File: src/rtl/rice_partition_sequencer.sv
// Sequences one FLAC residual block through the Rice encoder/writer pair:
// per-partition parameter fetch, sample streaming, pipeline drain, final flush.
module rice_partition_sequencer #(
    parameter int ENC_LATENCY = 2,
    parameter int MAX_ORDER   = 8
) (
    input  logic               iClock,
    input  logic               iReset,
    input  logic               iStart,
    input  logic [15:0]        iBlockSize,
    input  logic [3:0]         iPartOrder,
    input  logic [5:0]         iPredOrder,
    input  logic               iParamValid,
    input  logic [3:0]         iParam,
    output logic               oParamReady,
    input  logic               iSampleValid,
    input  logic signed [15:0] iSample,
    output logic               oSampleReady,
    input  logic               iEncValid,
    output logic               oValid,
    output logic signed [15:0] oSample,
    output logic [3:0]         oRiceParam,
    output logic               oChangeParam,
    output logic               oFlush,
    output logic               oWriterEnable,
    output logic               oBusy,
    output logic               oDone,
    output logic               oError
);

    typedef enum logic [3:0] {
        S_IDLE, S_CHECK, S_WAIT_PARAM, S_SET_PARAM, S_STREAM,
        S_DRAIN_PART, S_DRAIN_LAST, S_FLUSH, S_DONE
    } state_t;

    localparam logic [3:0] MAX_ORDER_C = 4'(MAX_ORDER);
    localparam logic [7:0] DRAIN_LOAD  = 8'(ENC_LATENCY);

    state_t             state_q, state_d;
    logic [15:0]        blocksize_q, blocksize_d;
    logic [3:0]         order_q, order_d;
    logic [5:0]         pred_q, pred_d;
    logic [8:0]         part_idx_q, part_idx_d;
    logic [15:0]        cnt_q, cnt_d;
    logic [7:0]         drain_q, drain_d;
    logic [3:0]         rice_param_q, rice_param_d;
    logic signed [15:0] sample_q, sample_d;
    logic               valid_q, valid_d;
    logic               busy_q, busy_d;
    logic               error_q, error_d;

    logic [15:0] part_len;
    logic [15:0] order_mask;
    logic [8:0]  last_idx;
    logic        is_last;
    logic [15:0] load_cnt;
    logic        cfg_err;
    logic        sample_hs;

    always_comb begin
        part_len   = blocksize_q >> order_q;
        order_mask = ~(16'hFFFF << order_q);
        last_idx   = ~(9'h1FF << order_q);
        is_last    = (part_idx_q == last_idx);
        // Warm-up samples precede the residuals, so partition 0 is short by pred_order.
        load_cnt   = (part_idx_q == 9'd0) ? (part_len - {10'd0, pred_q}) : part_len;
        cfg_err    = (order_q > MAX_ORDER_C)
                   | (|(blocksize_q & order_mask))
                   | (blocksize_q == 16'd0)
                   | ({10'd0, pred_q} > part_len);
        sample_hs  = iSampleValid & (state_q == S_STREAM);
    end

    always_comb begin
        state_d      = state_q;
        blocksize_d  = blocksize_q;
        order_d      = order_q;
        pred_d       = pred_q;
        part_idx_d   = part_idx_q;
        cnt_d        = cnt_q;
        drain_d      = drain_q;
        rice_param_d = rice_param_q;
        sample_d     = sample_q;
        valid_d      = 1'b0;
        busy_d       = busy_q;
        error_d      = 1'b0;

        case (state_q)
            S_IDLE: begin
                if (iStart) begin
                    blocksize_d = iBlockSize;
                    order_d     = iPartOrder;
                    pred_d      = iPredOrder;
                    state_d     = S_CHECK;
                end
            end
            S_CHECK: begin
                if (cfg_err) begin
                    error_d = 1'b1;
                    state_d = S_IDLE;
                end else begin
                    part_idx_d = 9'd0;
                    busy_d     = 1'b1;
                    state_d    = S_WAIT_PARAM;
                end
            end
            S_WAIT_PARAM: begin
                if (iParamValid) begin
                    rice_param_d = iParam;
                    state_d      = S_SET_PARAM;
                end
            end
            S_SET_PARAM: begin
                cnt_d = load_cnt;
                if (load_cnt != 16'd0) begin
                    state_d = S_STREAM;
                end else if (is_last) begin
                    state_d = S_FLUSH;
                end else begin
                    // Nothing entered the encoder, so there is nothing to drain.
                    part_idx_d = part_idx_q + 9'd1;
                    state_d    = S_WAIT_PARAM;
                end
            end
            S_STREAM: begin
                if (sample_hs) begin
                    sample_d = iSample;
                    valid_d  = 1'b1;
                    cnt_d    = cnt_q - 16'd1;
                    if (cnt_q == 16'd1) begin
                        drain_d = DRAIN_LOAD;
                        state_d = is_last ? S_DRAIN_LAST : S_DRAIN_PART;
                    end
                end
            end
            S_DRAIN_PART, S_DRAIN_LAST: begin
                if (drain_q != 8'd0) begin
                    drain_d = drain_q - 8'd1;
                end else if (!iEncValid) begin
                    if (state_q == S_DRAIN_PART) begin
                        part_idx_d = part_idx_q + 9'd1;
                        state_d    = S_WAIT_PARAM;
                    end else begin
                        state_d = S_FLUSH;
                    end
                end
            end
            S_FLUSH: begin
                state_d = S_DONE;
            end
            S_DONE: begin
                busy_d  = 1'b0;
                state_d = S_IDLE;
            end
            default: begin
                state_d = S_IDLE;
            end
        endcase
    end

    always_ff @(posedge iClock) begin
        if (!iReset) begin
            state_q      <= S_IDLE;
            blocksize_q  <= '0;
            order_q      <= '0;
            pred_q       <= '0;
            part_idx_q   <= '0;
            cnt_q        <= '0;
            drain_q      <= '0;
            rice_param_q <= '0;
            sample_q     <= '0;
            valid_q      <= 1'b0;
            busy_q       <= 1'b0;
            error_q      <= 1'b0;
        end else begin
            state_q      <= state_d;
            blocksize_q  <= blocksize_d;
            order_q      <= order_d;
            pred_q       <= pred_d;
            part_idx_q   <= part_idx_d;
            cnt_q        <= cnt_d;
            drain_q      <= drain_d;
            rice_param_q <= rice_param_d;
            sample_q     <= sample_d;
            valid_q      <= valid_d;
            busy_q       <= busy_d;
            error_q      <= error_d;
        end
    end

    always_comb begin
        oParamReady   = (state_q == S_WAIT_PARAM);
        oSampleReady  = (state_q == S_STREAM);
        oChangeParam  = (state_q == S_SET_PARAM);
        oFlush        = (state_q == S_FLUSH);
        oWriterEnable = (state_q == S_SET_PARAM) || (state_q == S_FLUSH);
        oDone         = (state_q == S_DONE);
        oBusy         = busy_q;
        oError        = error_q;
        oValid        = valid_q;
        oSample       = sample_q;
        oRiceParam    = rice_param_q;
    end

endmodule

File: config.mk
export PLATFORM = sky130hd
export DESIGN_NAME = rice_partition_sequencer
export DESIGN_NICKNAME = d
export VERILOG_FILES = /design/src/rtl/rice_partition_sequencer.sv
export SDC_FILE = /design/constraint.sdc
export NUM_CORES = 1
export LEC_CHECK = 0
export BUFFER_PORTS_ARGS = -buffer_cell sky130_fd_sc_hd__buf_2
export CAP_MARGIN = 30
export CORE_AREA = 2 2 116 118
export DETAILED_ROUTE_END_ITERATION = 10
export DIE_AREA = 0 0 118 120
export PLACE_DENSITY = 0.83
export SETUP_SLACK_MARGIN = 0.5
export SLEW_MARGIN = 20
export SYNTH_ARGS = -nofsm -noshare
export SYNTH_HDL_FRONTEND = slang
export SYNTH_SLANG_ARGS = --single-unit
File: constraint.sdc
create_clock -name iClock -period 4.3 [get_ports iClock]
set_input_delay 0.43 -clock iClock [delete_from_list [all_inputs] [get_ports iClock]]
set_output_delay 0.43 -clock iClock [all_outputs]
set_load 0.05 [all_outputs]
==> out/results.txt <==
cts hold-fix bufs -> 0
total core area -> 0.0130 mm²
critical-path cell list -> buf_12 -> mux2_2 -> a21boi_1 -> o221a_2 -> inv_1 -> ha_1 -> o21ai_0 -> a21oi_2 -> or4_4 -> a221oi_2 -> o2111ai_2 -> buf_6 -> or3_1 -> a21oi_1
worst slew pin tran -> 777 ps
Syn Area/Cell -> 7.67 µm²
Slew Limit Headroom -> 48.2%
Syn Inst Count -> 828
TritonCTS clock tree -> yes
Register Area -> 0.00173 mm²
final setup violation count -> 0
register area share after synthesis -> 27.1%
DP Cell Count -> 1061
worst skew pair latency -> 360 ps
DIE AREA -> 0.0142 mm²
RSZ-0062 raised after global routing -> true
Worst VDD drop -> 0.231 mV
die width -> 118 µm
DP HPWL -> 12.8 mm
fin crit period -> 3890 ps
Placement Setup Slack -> -25.4 ps
worst hold path startpoint -> iSample[6]
distinct cell type count after synthesis -> 78
CTS H-tree lvls -> 3
initial core utilization -> 48.9%
status -> complete, no violations
FF-to-FF path depth -> 14
vias in the first global route -> 5939
Synth area leaders -> dfxtp_1 (27%), nand2_1 (8.0%), a21boi_0 (5.8%)
initial antenna violation count -> 0
critical path type -> reg2reg
Mapped Area -> 0.00635 mm²
Clock Skew -> 11.4 ps
final worst path period share -> 90.5%
Avg WL per Cell -> 16.6 µm
Critical R2R Launch -> order_q[1]
Global Route Usage Sum -> 25.7%
CP Launch Type -> flip-flop
root buffer cell -> clkbuf_16
Final Max Tran Viols -> 0
die height -> 120 µm
area growth from synthesis to layout -> 17.5%
IO buf count -> 80
Rows -> 42
first-pass GRT wire length -> 29.8 mm
via-per-instance ratio -> 6.01
slowest stage delay, CP -> 490 ps
routed wire length -> 18.0 mm
leakage power -> 2.96 nW
Vias -> 6525
final setup margin -> 410 ps
Post-synth EDFFs -> 0
PwrDens -> 348 mW/mm²
peak fanout along the critical path -> 22
fin cells -> 1085
diode count -> 0
ys flop type -> dfxtp_1
CP endpoint kind -> flip-flop
Crit path required time -> 4600 ps
DRT Pass-1 Iters -> 5
fin nets -> 969
Synth top area share -> 27.1%
Longest Clk Path Bufs -> 2
routability congestion estimate -> 0.991
hold crit path type -> in2reg
largest net degree at the start of global routing -> 45
# DRC -> 0
setup slack, reg-to-reg -> 410 ps
layout cells sized above 1 -> 22.6%
Initial DRC Count -> 708
total congestion overflow -> 0
reg2reg end -> state_q[1]
Synth area leader -> dfxtp_1
Yosys warning count -> 0
Synth Register Bits -> 86
Post-synth top cells -> nand2_1 (135), dfxtp_1 (86), nor2_1 (62)
Setup TNS Final -> 0 ps
CTS clock-pin slew for the worst setup and hold paths -> 70 ps
clk sinks -> 86
total power -> 0.00260 W
I/O pin count -> 81
Crit path arrival time -> 4190 ps
Max Freq -> 257 MHz
ys async rst share -> 0%
area of the multi-input gates -> 0.00432 mm²
slowest cell on the critical path -> or4_4
most instantiated library cell after synthesis -> nand2_1
hold slack -> 306 ps
fillers -> 1194
Worst Hold Depth -> 3
max capacitance violation total -> 0
DRT antenna net count -> 0
cts bufs inserted -> 9
Fin. Hold Viols -> 0
Hold Path End -> oSample[6]
Post-Syn Nets -> 893
[routing by layer]
metal  vias to the layer above  GRT usage (%)  routed length [µm]
met3                        57           3.94                 989
met2                       252           41.5                8470
met5                         -              0                   0
met1                      3093           33.1                7760
li1                       3123              -                   -
met4                         0           14.2                 761
[critical path, delay by kind of cell (launching register included)]
kind	cells	cell delay, ps
AND/OR/NAND/NOR	2	830
adder cells (fa/ha/maj)	1	380
flip-flops	1	430
multiplexers	1	360
AO/OA/AOI/OAI	7	1390
buffers and inverters	3	440
[how the worst max path moves through the flow]
stage	start	endpoint	slack [ps]	cells past startpoint
after floorplan	order_q[1]	part_idx_q[2]	380	17
after global placement	order_q[1]	part_idx_q[0]	110	16
after detailed placement	order_q[1]	part_idx_q[1]	-30	16
after CTS	order_q[1]	part_idx_q[2]	430	14
after global routing	order_q[1]	cnt_q[15]	270	16
final	order_q[1]	state_q[1]	410	14
[state kept, by name, indices dropped and copies added (netlist names), 4 cells and up]
signal	count
oRiceParam	4
state_q	4
pred_q	6
oSample	16
order_q	4
drain_q	8
cnt_q	16
part_idx_q	9
blocksize_q	16
[kinds of logic (layout without fill, tap and decap cells)]
family	after synthesis	after routing	share of synthesized area, %
fa+ha+maj	13	13	2.68
buf+inv	86	167	6.13
compound gates	223	223	24.6
simple gates	351	351	26.7
xor+xnor	16	16	2.21
flops	86	86	27.1
mux	53	53	10.5
[where the power goes]
group          leakage, nW  total [W]  internal, W  switching, W
registers            0.699   0.000850     0.000821     0.0000294
clock network        0.158   0.000883     0.000517      0.000366
logic                 2.10   0.000865     0.000364      0.000501
total                 2.96    0.00260      0.00170      0.000896
[final cells by class]
cell class	count	share of cell area, %
clock inverter	7	1.41
sequential	86	23.2
tap	176	2.95
multi-input combinational	656	57.9
timing repair buffer	125	10.3
inverter	26	1.31
clock buffer	9	3.02
[stage by stage]
stage | util, % | area, µm²
2_1_floorplan | - | 6370
3_3_place_gp | 53.7 | 6970
3_5_place_dp | 53.7 | 6980
4_1_cts | 57.1 | 7410
5_1_grt | 57.5 | 7460
6_report | 57.5 | 7460
[placed cells by master, fill, tap and decap left out, types with 8 or more instances in the layout]
master / instances
mux4_2: 10
a21boi_0: 48
or3_1: 8
buf_2: 82
a21oi_1: 27
inv_1: 24
nor4_1: 9
ha_1: 11
xnor2_1: 9
o211ai_1: 9
nand2b_1: 15
nor2b_1: 18
nand3_1: 24
dfxtp_1: 83
mux2i_1: 30
o21ai_0: 44
nand2_1: 135
and3_1: 9
buf_4: 37
a211oi_1: 10
a31oi_1: 11
nor2_1: 60
nor3_1: 19
clkbuf_16: 9
nand4_1: 9
and2_1: 11
mux2_2: 9
[what timing repair did]
action                                  4_1_cts  5_1_grt
pin swaps                                     8        8
gates cloned                                  1        0
gates resized for setup                      18       10
buffers inserted                              6        0
endpoints found under the setup margin       14       15
No activity file was read; power rests on OpenSTA's default activity.
